**src/rtl/mux_scan_capture.sv**
```systemverilog
// Scan-capture receiver for a 4:1 strobe-gated mux: steps the select C, samples D, and rebuilds the word on Q.
// Optional build macro MUX_SCAN_MAJORITY_EN replaces the single end-of-slot sample with a majority vote.
module mux_scan_capture #(
    parameter int DWELL = 2,
    parameter int CNT_W = 8
) (
    input  logic       CLK,
    input  logic       RESET,
    input  logic       G,
    input  logic       D,
    output logic [1:0] C,
    output logic [3:0] Q,
    output logic       VALID,
    output logic       BUSY
);

    localparam logic [0:0] ST_IDLE = 1'b0;
    localparam logic [0:0] ST_SCAN = 1'b1;
    localparam logic [CNT_W-1:0] LAST_CNT = CNT_W'(DWELL - 1);

    logic [0:0]       r_state;
    logic [1:0]       r_c;
    logic [CNT_W-1:0] r_cnt;
    logic [2:0]       r_shadow;
    logic [3:0]       r_q;
    logic             r_valid;

    logic w_scanning;
    logic w_slot_end;
    logic w_bit;

    assign w_scanning = (r_state == ST_SCAN) && !G;
    assign w_slot_end = !(r_cnt < LAST_CNT);

`ifdef MUX_SCAN_MAJORITY_EN
    // With three or more cycles per slot, the first cycle is skipped because D may still be settling.
    localparam int N_COUNTED = (DWELL >= 3) ? DWELL - 1 : DWELL;

    logic [CNT_W-1:0] r_ones;
    logic             w_count_now;
    logic [CNT_W:0]   w_total;

    assign w_count_now = (DWELL < 3) || (r_cnt != '0);
    assign w_total     = {1'b0, r_ones} + (CNT_W + 1)'(D & w_count_now);
    assign w_bit       = {w_total, 1'b0} > (CNT_W + 2)'(N_COUNTED);

    always_ff @(posedge CLK) begin
        if (RESET || !w_scanning || w_slot_end) begin
            r_ones <= '0;
        end else if (D && w_count_now) begin
            r_ones <= r_ones + 1'b1;
        end
    end
`else
    assign w_bit = D;
`endif

    always_ff @(posedge CLK) begin
        if (RESET) begin
            r_state <= ST_IDLE;
            r_c     <= 2'd0;
            r_cnt   <= '0;
            r_q     <= 4'd0;
            r_valid <= 1'b0;
        end else begin
            r_valid <= 1'b0;
            case (r_state)
                ST_IDLE: begin
                    if (!G) begin
                        r_state <= ST_SCAN;
                        r_c     <= 2'd0;
                        r_cnt   <= '0;
                    end
                end
                default: begin
                    if (G) begin
                        // Abort drops the partial frame; Q keeps the last complete word.
                        r_state <= ST_IDLE;
                        r_c     <= 2'd0;
                        r_cnt   <= '0;
                    end else if (!w_slot_end) begin
                        r_cnt <= r_cnt + 1'b1;
                    end else begin
                        r_cnt <= '0;
                        r_c   <= r_c + 2'd1;
                        if (r_c == 2'd3) begin
                            r_q     <= {w_bit, r_shadow};
                            r_valid <= 1'b1;
                        end
                    end
                end
            endcase
        end
    end

    // Slots 0..2 park their bit here until slot 3 completes the word.
    generate
        for (genvar gi = 0; gi < 3; gi++) begin : g_shadow
            always_ff @(posedge CLK) begin
                if (RESET || (r_state == ST_SCAN && G)) begin
                    r_shadow[gi] <= 1'b0;
                end else if (w_scanning && w_slot_end && r_c == 2'(gi)) begin
                    r_shadow[gi] <= w_bit;
                end
            end
        end
    endgenerate

    assign C     = r_c;
    assign Q     = r_q;
    assign VALID = r_valid;
    assign BUSY  = (r_state == ST_SCAN);

endmodule
```
**config.mk**
```make
export PLATFORM = sky130hd
export DESIGN_NAME = mux_scan_capture
export DESIGN_NICKNAME = d
export VERILOG_FILES = /design/src/rtl/mux_scan_capture.sv
export SDC_FILE = /design/constraint.sdc
export NUM_CORES = 1
export LEC_CHECK = 0
export ABC_AREA = 1
export ABC_CLOCK_PERIOD_IN_PS = 1100
export CAP_MARGIN = 20
export CORE_MARGIN = 2
export CORE_UTILIZATION = 47
export DETAILED_ROUTE_END_ITERATION = 8
export GPL_ROUTABILITY_DRIVEN = 0
export PLACE_DENSITY = 0.73
export SYNTH_ARGS = -nofsm -noshare
export SYNTH_HDL_FRONTEND = slang
export SYNTH_SLANG_ARGS = --single-unit
export TNS_END_PERCENT = 100
```
**constraint.sdc**
```tcl
create_clock -name CLK -period 1.1 [get_ports CLK]
set_input_delay 0.22 -clock CLK [delete_from_list [all_inputs] [get_ports CLK]]
set_output_delay 0.22 -clock CLK [all_outputs]
set_load 0.01 [all_outputs]
```
==> metrics, run 1 <==
outcome=complete, but fails checks; failing checks=negative setup slack; GR peak layer=met2; count of pins over their slew limit=0; relative slew slack=0.797; fin crit share=1.08; Iteration-0 DRC Markers=14; Critical Path AT=roughly 1.4 ns; RSZ-0062 raised after global routing=true; Clk Latency, worst-skew pair=0.31 ns; Gate power share=0.101; max incr delay on CP=0.34 ns; post-layout min period=1.19 ns; M2 GR Usage=0.295; CTS Buf Count=3; Worst path top cell family by delay=simple AND/OR/NAND/NOR gates; Routed Antenna Nets=0; mapped cell area=around 900 um2; sequential area share after synthesis=0.431; Setup WS post-layout=-0.0864 ns; Clock transition at path regs=0.11 ns; Port Buffer Count=11; startpoint types=register; wire per inst=10.5 um; number of flops mapped to enable cells by yosys=0; f_max=843 MHz; row count=15; hold buffers post-CTS=0; Buf/Inv on CP=1; R2R Path Start=r_cnt[0]$_SDFFE_PP0P_; placement-stage worst setup slack=-0.346 ns; fraction of registers with async set/reset=0; NetSw=approximately 300 uW; pwr dens=just over 1000 nW/um2; CTS tree=yes; Setup Skew=0.00181 ns; Worst-Margin Slew=~0.30 ns; clock root cell=clkbuf_4; min-delay src=r_cnt[4]$_SDFFE_PP0P_; Die ar.=2240 um2; core box area=1750 um2; sequential power share=0.589; Hold Path Class=reg -> reg; met3 Usage GRT=0.0346; DR vias=751; number of instances in the placed design=158; Max Cap Viol=0; Worst Setup SP=r_cnt[0]$_SDFFE_PP0P_; vias in the first global route=673; internal power=881 uW; H-tree Lvls=1; Yosys warning count=0; Critical Path, Cell by Cell=inv_2, ha_4, nand2_4, nor2_4, nand2_4, nand3_1, nand2_1, nand2_1, nor2_1; clock share of power=0.310; top post-synthesis cells by count=nand2_1 (23), dfxtp_1 (19), inv_1 (16); Fin. Hold Viols=0; Final nets=152; gr ovfl total=0; # diodes=0; Static Leak=approximately 0.00057 uW; DRC=0; worst vdd ir=0.000835 V; Longest Clk Path Bufs=2; Layout area overhead=32.1%; net count after synthesis=123; CP max stage cell=dfxtp_2; Synth Flop Type=dfxtp_1; share of layout cells above drive strength 1=0.418; Gate Count Post-Synth=113; syn_area_per_cell=7.81 um2; first-pass GRT wire length=2820 um; initial antenna violation count=0; hold slack final=0.450 ns; final setup TNS=-0.583 ns; TritonRoute pass-1 iters=4; Setup Viol. Count Final=9; main area contributors after synthesis=dfxtp_1 (43%), nand2_1 (9.8%), ha_1 (8.5%); CTS Sinks=19; number of synthesized register bits=19; Synth area leader=dfxtp_1; Crit Path Max Fanout=7; pin count of the biggest net entering global routing=12; GRT Total Usage=0.188; Top-Level Pins=12; type of the worst setup path=reg -> reg; Yosys cell types=19; Die Height=between 40 and 50 um; via/cell ratio=approximately 4.5; cell with the most instances after synthesis=nand2_1; Die X=about 47 um; initial core utilization=0.505; Final Instance Count excl. Fillers=approximately 170; WL final=1740 um; hpwl dp=1240 um; crit end category=register; Switching Fraction=0.256; Critical Path RT=1.31 ns; Yosys top cell area share=0.431; met1 Use GR=0.234
[power by group through the flow]
| stage | combinational, uW | sequential [uW] | clock [uW] |
|---|---|---|---|
| 2_1_floorplan | 60.0 | 715 | 0 |
| 3_3_place_gp | 109 | 712 | 0 |
| 3_5_place_dp | 111 | 713 | 0 |
| 4_1_cts | 118 | 697 | 377 |
| 5_1_grt | 131 | 698 | 394 |
| 6_report | 120 | 697 | 367 |
[flip-flops by register name, indices dropped and copies added, names as in the netlist]
signal    cells
Q             4
BUSY          1
C             2
r_cnt         8
VALID         1
r_shadow      3
[cell families (layout without fill, tap and decap cells)]
| family | count (synthesis) | in the layout | share of synthesized area |
|---|---|---|---|
| buffers and inverters | 21 | 48 | 0.0979 |
| AO/OA/AOI/OAI | 6 | 6 | 0.0340 |
| flip-flops | 19 | 19 | 0.431 |
| adder cells (fa/ha/maj) | 6 | 6 | 0.0851 |
| AND/OR/NAND/NOR | 61 | 62 | 0.352 |
[final timing paths]
kind                                                  to  slack (ns)  depth (start not counted)
worst max register to register  r_shadow[1]$_SDFFE_PP0P_       -0.09                          9
worst min register to register     r_cnt[4]$_SDFFE_PP0P_        0.45                          2
worst max-delay path            r_shadow[1]$_SDFFE_PP0P_       -0.09                          9
worst min-delay path               r_cnt[4]$_SDFFE_PP0P_        0.45                          2
[what timing repair did]
action / in CTS / in global routing
cloned: 1 / 0
setup buffers: 1 / 2
pin swaps: 3 / 0
gates resized for setup: 30 / 13
endpoints found under the setup margin: 17 / 20
[cells in the final DEF (no fill, tap or decap), drive strengths merged]
cell type and instances:
clkdlybuf4s50 3, a21oi 4, ha 6, dfxtp 19
inv 19, buf 19, nand4 2, nand2 26
o21ai 2, clkinv 2, nand3 7, nor2 23
nor3 4, clkbuf 5
[metrics by stage]
step / instance area [um2] / utilization / power, uW
2_1_floorplan: 910 / - / 775
3_3_place_gp: 1110 / 0.639 / 822
3_5_place_dp: 1110 / 0.639 / 824
4_1_cts: 1180 / 0.675 / 1190
5_1_grt: 1160 / 0.667 / 1220
6_report: 1160 / 0.667 / 1180
[routing by layer]
metal | wire (um) | share of wire | up-vias
met5 | 0 | 0 | -
met4 | 48 | 0.028 | 0
met3 | 54 | 0.031 | 6
met2 | 844 | 0.48 | 11
met1 | 796 | 0.46 | 333
li1 | - | - | 401
[tightest hold or removal path: stages (launching register included)]
cell and delay (ns):
dfxtp_1 0.31, inv_1 0.06, nor3_1 0.05
[area by class of cell]
cell class                 instances  area (um2)
timing repair buffer              24         168
clock inverter                     1        5.00
tap                               25        31.3
multi-input combinational         74         472
clock buffer                       3        22.5
sequential                        19         392
inverter                          20        75.1
fill                             150         581
No activity file was read; power rests on OpenSTA's default activity.
==> run 2, diff against run 1 <==
==> constraint.sdc (replaced) <==
create_clock -name CLK -period 1.1 [get_ports CLK]
set_input_delay 0.165 -clock CLK [delete_from_list [all_inputs] [get_ports CLK]]
set_output_delay 0.165 -clock CLK [all_outputs]
set_load 0.01 [all_outputs]
==> run 2 against run 1 <==
  * The run still ends with negative setup slack left
  * Flip-flop and latch count is the same
  * Design area shrank 1.6%
  * Die area is the same
  * Cell count shrank 2.4%
==> metrics, run 2 (synthesized netlist as in run 1, its figures left out) <==
fin crit share=1.09; relative slew slack=0.798; Port Buffer Count=11; H-tree Lvls=1; CP max stage cell=dfxtp_2; Die Height=roughly 47 um; pwr dens=1010 nW/um2; Die X=47.3 um; DRC=0; internal power=877 uW; sequential power share=0.604; fillers=158; max incr delay on CP=about 0.34 ns; pin count of the biggest net entering global routing=11; CTS Sinks=19; initial antenna violation count=0; TritonRoute pass-1 iters=4; core box area=1750 um2; Placed Area=1080 um2; max reg flops=8; Clock transition at path regs=0.10 ns; count of pins over their slew limit=0; Setup Skew=0.00195 ns; Critical Path RT=1.30 ns; Setup Viol. Count Final=10; f_max=836 MHz; Seq. cell area=389 um2; Crit Path Max Fanout=7; most flop-heavy register=r_cnt; CTS Buf Count=3; commonest non-fill, non-tap cell in the layout=nand2_1; crit end category=register; first-pass GRT wire length=about 2400 um; gr ovfl total=0; Setup WS post-layout=-0.0962 ns; row count=15; startpoint types=register; final core utilization=0.657; Critical Path AT=1.40 ns; Top-Level Pins=12; worst vdd ir=0.000770 V; Max Cap Viol=0; Clk Latency, worst-skew pair=0.29 ns; Switching Fraction=0.241; wire per inst=9.80 um; CTS tree=yes; via/cell ratio=approximately 4.5; Critical Path, Cell by Cell=inv_2, ha_4, nand2_4, nor2_4, nand2_4, nand3_4, nand2_1, nand2_1, nor2_2; most frequent cells in the layout=nand2_1 (22), nor2_1 (15), dfxtp_1 (14), inv_1 (14), buf_4 (9); clock share of power=0.303; # diodes=0; NetSw=278 uW; WL final=1590 um; RSZ-0062 raised after global routing=true; Worst-Margin Slew=slightly above 0.3 ns; hold slack final=roughly 0.45 ns; Multi-input gate area=463 um2; Hold Path Class=reg -> reg; failing checks=negative setup slack; type of the worst setup path=reg -> reg; Fin. Hold Viols=0; clock root cell=clkbuf_4; Longest Clk Path Bufs=2; GRT Total Usage=0.156; Iteration-0 DRC Markers=6; hpwl dp=1090 um; Routed Antenna Nets=0; share of layout cells above drive strength 1=0.314; DR vias=734; Gate power share=0.093; Die ar.=2240 um2; Static Leak=0.000535 uW; vias in the first global route=583; final instance area=1150 um2; hold buffers post-CTS=0; initial core utilization=0.505; outcome=complete, but fails checks; Final nets=148; post-layout min period=1.20 ns; Layout area overhead=29.9%
run 2: final cells by class:
class | count | share of cell area
clock buffers | 4 | 0.0229
multi-input cells | 74 | 0.404
flip-flops and latches | 19 | 0.340
well taps | 25 | 0.0273
inverters | 20 | 0.0655
repair buffers | 20 | 0.141
run 2: repair_timing:
action / CTS / global route
gates cloned: 1 / 0
endpoints found under the setup margin: 17 / 19
pin swaps: 1 / 3
setup buffers: 2 / 1
resized for setup: 14 / 11
run 2: path summary, 6_finish.rpt:
| path | cells past startpoint | slack, ns | start | to |
|---|---|---|---|---|
| max | 9 | -0.1 | r_cnt[0]$_SDFFE_PP0P_ | Q[2]$_SDFFE_PP0P_ |
| min | 2 | 0.45 | r_cnt[7]$_SDFFE_PP0P_ | r_cnt[7]$_SDFFE_PP0P_ |
| max reg2reg | 9 | -0.1 | r_cnt[0]$_SDFFE_PP0P_ | Q[2]$_SDFFE_PP0P_ |
| min reg2reg | 2 | 0.45 | r_cnt[7]$_SDFFE_PP0P_ | r_cnt[7]$_SDFFE_PP0P_ |
run 2: worst max-delay path, delay by kind of cell, from the launching register on:
kind | cells | cell delay (ns)
simple gates | 7 | 0.56
flops | 1 | 0.34
fa+ha+maj | 1 | 0.13
buf+inv | 1 | 0.07
run 2: power groups by stage:
stage | logic [uW] | registers, uW | clock network, uW
6_report | 108 | 698 | 350
5_1_grt | 117 | 699 | 402
4_1_cts | 104 | 698 | 355
3_5_place_dp | 99.6 | 715 | 0
3_3_place_gp | 98.2 | 714 | 0
2_1_floorplan | 60.0 | 715 | 0
run 2: metal layers:
layer	vias to the layer above	GRT usage	share of wire	wire length, um
li1	398	-	-	-
met4	0	0.0833	0.023	36
met5	-	0	0	0
met2	17	0.219	0.48	757
met1	314	0.220	0.46	727
met3	5	0.0346	0.042	67
run 2: per-stage QoR:
step | power, uW | setup slack [ns] | cells | TNS, ns
3_3_place_gp | 813 | -0.260 | 154 | -3.67
5_1_grt | 1220 | -0.170 | 162 | -1.60
6_report | 1160 | -0.0962 | 162 | -0.716
2_1_floorplan | 775 | -0.0202 | 113 | -0.0573
3_5_place_dp | 814 | -0.283 | 154 | -3.96
4_1_cts | 1160 | -0.0915 | 161 | -0.666
==> RTL edit 1 (settings of run 1) <==
Register the input `G` before use, without a reset. The logic sees it one clock later. The other inputs are not delayed to match.
--- a/src/rtl/mux_scan_capture.sv
+++ b/src/rtl/mux_scan_capture.sv
@@ -18,6 +18,12 @@
     localparam logic [0:0] ST_SCAN = 1'b1;
     localparam logic [CNT_W-1:0] LAST_CNT = CNT_W'(DWELL - 1);
 
+    logic G_q;
+
+    always_ff @(posedge CLK) begin
+        G_q <= G;
+    end
+
     logic [0:0]       r_state;
     logic [1:0]       r_c;
     logic [CNT_W-1:0] r_cnt;
@@ -29,7 +35,7 @@
     logic w_slot_end;
     logic w_bit;
 
-    assign w_scanning = (r_state == ST_SCAN) && !G;
+    assign w_scanning = (r_state == ST_SCAN) && !G_q;
     assign w_slot_end = !(r_cnt < LAST_CNT);
 
 `ifdef MUX_SCAN_MAJORITY_EN
@@ -66,14 +72,14 @@
             r_valid <= 1'b0;
             case (r_state)
                 ST_IDLE: begin
-                    if (!G) begin
+                    if (!G_q) begin
                         r_state <= ST_SCAN;
                         r_c     <= 2'd0;
                         r_cnt   <= '0;
                     end
                 end
                 default: begin
-                    if (G) begin
+                    if (G_q) begin
                         // Abort drops the partial frame; Q keeps the last complete word.
                         r_state <= ST_IDLE;
                         r_c     <= 2'd0;
@@ -97,7 +103,7 @@
     generate
         for (genvar gi = 0; gi < 3; gi++) begin : g_shadow
             always_ff @(posedge CLK) begin
-                if (RESET || (r_state == ST_SCAN && G)) begin
+                if (RESET || (r_state == ST_SCAN && G_q)) begin
                     r_shadow[gi] <= 1'b0;
                 end else if (w_scanning && w_slot_end && r_c == 2'(gi)) begin
                     r_shadow[gi] <= w_bit;
Check against the original RTL: not equivalent (a bounded check fails within 4 cycles, from zero or initial values and one cycle with RESET high).
==> RTL edit 1 against run 1 <==
The flow still finishes with violations (setup timing). Final area down 0.11%. Setup slack worse by 42 ps. Total power rose by 7.4%. Sequential cell count increased by 1. Combinational power down 9%. Worst hold slack got worse by 93 ps. Clock skew increased by 1.6 ps. Wire length decreased by 2.9%. Clock power up 16%. First-iteration DRC count stayed put. Area after synthesis rose by 0.28%. Highest routed layer unchanged.
==> RTL edit 1: results (changes against run 1) <==
metric,value,unit,change
synthFlopType,dfxtp_1,,
drive_above_1_share,37.41,%,-4.4 points
worst_path_largest_cell_delay,340,ps,about the same
nets,150,,-1.3%
firstDrtPassIters,4,,unchanged
violations,setup timing,,
status,"finished, violations left",,
synthArstFlopShare,0,%,unchanged
fill_cells,157,,+4.7%
synthTopCellsByArea,"dfxtp_1, nand2_1, ha_1, nor2_1, inv_1",,
yosys.cell_types.count,18,,-1
fin_ws,-128.2,ps,-41.81 ps
yosysSeqAreaShare,45.26,%,+2.1 points
grt_pass1_wl,2642,um,-6.4%
finalClockSkew,3.457,ps,+1.643 ps
cp_slowest_cell,dfxtp_2,,
power_switching,288.5,uW,-4.8%
worstPathArrival,1440,ps,+40 ps
ys_warn_count,0,,unchanged
setup_tns,-741.7,ps,-158.4 ps
clockBufferDepth,2,,unchanged
grt_antenna_before_repair,0,,unchanged
dp_hpwl,1196,um,-3.3%
drt-total-wl,1692,um,-2.9%
worst_pin_slew,226.3,ps,-77.59 ps
hold_path.class,input pin to register,,
syn-num-nets,123,,unchanged
clk_latency,300,ps,
critPathTopFamily,simple AND/OR/NAND/NOR gates,,
vias,748,,-0.40%
diodes,0,,unchanged
p_leak,0.0005534,uW,-2.5%
grt_usage,17.12,%,-1.7 points
grt_pass1_vias,648,,-3.7%
ir_drop,0.0009503,V,+14%
setup_viol,10,,+1
yosys-top-cells-count,"nand2_1, dfxtp_1, nor2_1, inv_1, ha_1",,
[RTL edit 1: changes by cell type in the layout (fill, tap and decap cells not counted), moves of 2 or more]
cell	change
dfxtp_2	-2
dfxtp_1	+3
buf_4	-2
nor2_1	+4
nor2_2	-5
nand2_2	+4
nand2_1	-3
[RTL edit 1: logic make-up (layout without fill, tap and decap cells)]
kind of cell | after synthesis | count (layout) | share of synthesized area [%]
buffers and inverters | 20 | 45 | 9.335
adders and majority gates | 6 | 6 | 8.486
DFF | 20 | 20 | 45.26
and+or+nand+nor | 61 | 62 | 33.52
AOI/OAI and AO/OA | 6 | 6 | 3.395
[RTL edit 1: path summary, 6_finish.rpt]
check	startpoint	end	slack, ps	depth (start not counted)
setup / recovery	r_cnt[0]$_SDFFE_PP0P_	r_shadow[2]$_SDFFE_PP0P_	-130	9
setup reg to reg	r_cnt[0]$_SDFFE_PP0P_	r_shadow[2]$_SDFFE_PP0P_	-130	9
hold reg to reg	r_cnt[7]$_SDFFE_PP0P_	r_cnt[7]$_SDFFE_PP0P_	460	2
hold / removal	G	G_q$_DFF_P_	360	1
[RTL edit 1: timing repair]
item                                    in CTS  in global routing
endpoints found under the setup margin      18                 21
buffers inserted                             0                  2
gates resized for setup                     27                 19
pin swaps                                    0                  9
hold buffers                                 0                  0
cloned                                       1                  0
[RTL edit 1: power by group through the flow]
| stage | registers [uW] | logic [uW] | clock network [uW] |
|---|---|---|---|
| after floorplan | 755 | 53.1 | 0 |
| after global placement | 754 | 96.8 | 0 |
| after detailed placement | 754 | 99.3 | 0 |
| after CTS | 738 | 103 | 434 |
| after global routing | 740 | 119 | 462 |
| final | 738 | 109 | 425 |
[RTL edit 1: through the flow]
step                      power [uW]  instance area (sq um)  instances  setup WS [ps]
after global placement         850.9                   1097        157         -127.9
after CTS                       1275                   1164        162         -87.40
after floorplan                808.0                  899.6        113         0.2245
after detailed placement       853.6                   1097        157         -206.1
after global routing            1321                   1164        164         -192.1
final                           1272                   1164        164         -128.2
[RTL edit 1: per-layer routing]
metal / part of all wire (%) / wire [um] / GRT usage (%)
met5: 0 / 0 / 0
met4: 2.2 / 38 / 10.00
met3: 4.1 / 69 / 2.308
met2: 49 / 833 / 27.84
met1: 44 / 751 / 21.45
[RTL edit 1: layout make-up]
| cell class | count | area (sq um) | share of cell area (%) |
|---|---|---|---|
| Multi-Input combinational cell | 74 | 456.7 | 39.25 |
| Sequential cell | 20 | 409.1 | 35.16 |
| Timing Repair Buffer | 22 | 158.9 | 13.66 |
| Inverter | 19 | 71.32 | 6.129 |
| Clock buffer | 4 | 36.28 | 3.118 |
| Tap cell | 25 | 31.28 | 2.688 |
==> RTL edit 2 (settings of run 1) <==
Made on the original files. Set the parameter `CNT_W` to 10 (it was 8).
--- a/src/rtl/mux_scan_capture.sv
+++ b/src/rtl/mux_scan_capture.sv
@@ -2,7 +2,7 @@
 // Optional build macro MUX_SCAN_MAJORITY_EN replaces the single end-of-slot sample with a majority vote.
 module mux_scan_capture #(
     parameter int DWELL = 2,
-    parameter int CNT_W = 8
+    parameter int CNT_W = 10
 ) (
     input  logic       CLK,
     input  logic       RESET,
Function: same outputs for any inputs over 10 cycles, from zero or initial values and one cycle with RESET high; that may be too few to reach the edited logic, so the function may still have changed.
==> RTL edit 2 against run 1 <==
The flow still finishes with violations (setup timing). Global-route usage rose by 0.93 points. Sequential cell count grew 2. Wire length grew 16%. Worst hold slack worse by 4.0 ps. Sequential power grew 10%. Area after synthesis is 1.1% higher. Total power is 8.3% higher. Final area increased by 6.2%. Critical path depth decreased by 1. Setup slack got worse by 160 ps. First-iteration DRC count unchanged. Critical path type unchanged. Critical endpoint is now C[1]$_SDFFE_PP0P_. Highest routed layer unchanged.
==> RTL edit 2: results (changes against run 1) <==
metric,value,unit,change
finalClockSkew,9.553,ps,+7.740 ps
synthCells,118,,+4.4%
synthTopCellsByArea,"dfxtp_1, nand2_1, nor2_1, ha_1, inv_1",,
drt-total-wl,2015,um,+16%
dp_hpwl,1271,um,+2.7%
relSlewSlack,80.26,%,+0.52 points
internal-power,973.0,uW,+10%
syn-num-nets,128,,+4.1%
grt_pass1_vias,735,,+9.2%
setup_tns,-2768,ps,-2184 ps
yosysSeqAreaShare,47.12,%,+4.0 points
dp_cells,164,,+3.8%
worstPathArrival,1590,ps,+190 ps
place_ws,-357.2,ps,-11.32 ps
wl_met2,1044,um,+24%
setup_viol,13,,+4
yosys-top-cells-count,"nand2_1, nor2_1, dfxtp_1, inv_1, ha_1",,
drt-met1-wl,862,um,+8.3%
crit_fanout,3,,-4
status,"finished, violations left",,
violations,setup timing,,
dr_wl_met3,76,um,+41%
fin_ws,-243.8,ps,-157.4 ps
viasPerCell,4.709,,+4.1%
dieArea,0.002262,sq mm,+1.0%
[RTL edit 2: changes by cell type in the layout (fill, tap and decap cells not counted), moves of 2 or more]
cell / delta
buf_4: +2
buf_6: +2
dfxtp_1: +2
inv_2: -3
nand2_1: +3
nand2_2: +2
nand3_2: -2
nor2_1: +10
nor2_2: -4
nor3_1: -2
[RTL edit 2: final timing paths]
kind | endpoint | slack, ps | depth (start not counted)
min | r_cnt[4]$_SDFFE_PP0P_ | 450 | 2
max reg2reg | C[1]$_SDFFE_PP0P_ | -240 | 8
min reg2reg | r_cnt[4]$_SDFFE_PP0P_ | 450 | 2
max | C[1]$_SDFFE_PP0P_ | -240 | 8
[RTL edit 2: power by group through the flow]
stage	Clock (uW)	Combinational [uW]	Sequential, uW
floorplan	0	46.8	787
global placement	0	99.4	786
detailed placement	0	102	787
CTS	379	117	769
global route	414	149	770
finish	377	136	769
[RTL edit 2: repair_timing]
item / CTS / global route
pin swaps: 3 / 1
setup endpoints to repair: 21 / 20
setup buffers: 4 / 2
gates cloned: 1 / 0
resized for setup: 32 / 21
[RTL edit 2: metal layers]
metal | vias up | GRT usage [%]
met5 | - | 0
met4 | 0 | 8.108
met3 | 4 | 4.906
met2 | 14 | 32.70
met1 | 379 | 24.48
li1 | 427 | -
[RTL edit 2: layout make-up]
cell class / instances / share of cell area [%]
repair buffers: 28 / 16.58
well taps: 25 / 2.528
flip-flops and latches: 21 / 34.88
clock buffers: 4 / 2.123
inverters: 16 / 4.853
multi-input cells: 81 / 39.03
[RTL edit 2: cells by family after synthesis]
| logic type | share of synthesized area (%) |
|---|---|
| flops | 47.12 |
| simple gates | 33.38 |
| fa+ha+maj | 8.415 |
| buf+inv | 7.152 |
| compound gates | 3.927 |
[RTL edit 2: through the flow]
step / hold slack (ps) / cell area, sq um / utilization (%)
after detailed placement: 432.2 / 1134 / 64.26
after floorplan: 292.4 / 913.4 / -
final: 446.2 / 1237 / 70.14
after CTS: 449.5 / 1217 / 69.01
after global routing: 476.2 / 1237 / 70.14
after global placement: 425.9 / 1134 / 64.26
[RTL edit 2: worst max-delay path: stages, from the launching register on]
cell,delay (ps)
dfxtp_2,350
inv_2,80
ha_4,120
nor3b_4,290
buf_6,150
nand3_4,60
nand2_2,110
nand3_2,70
o21ai_2,60
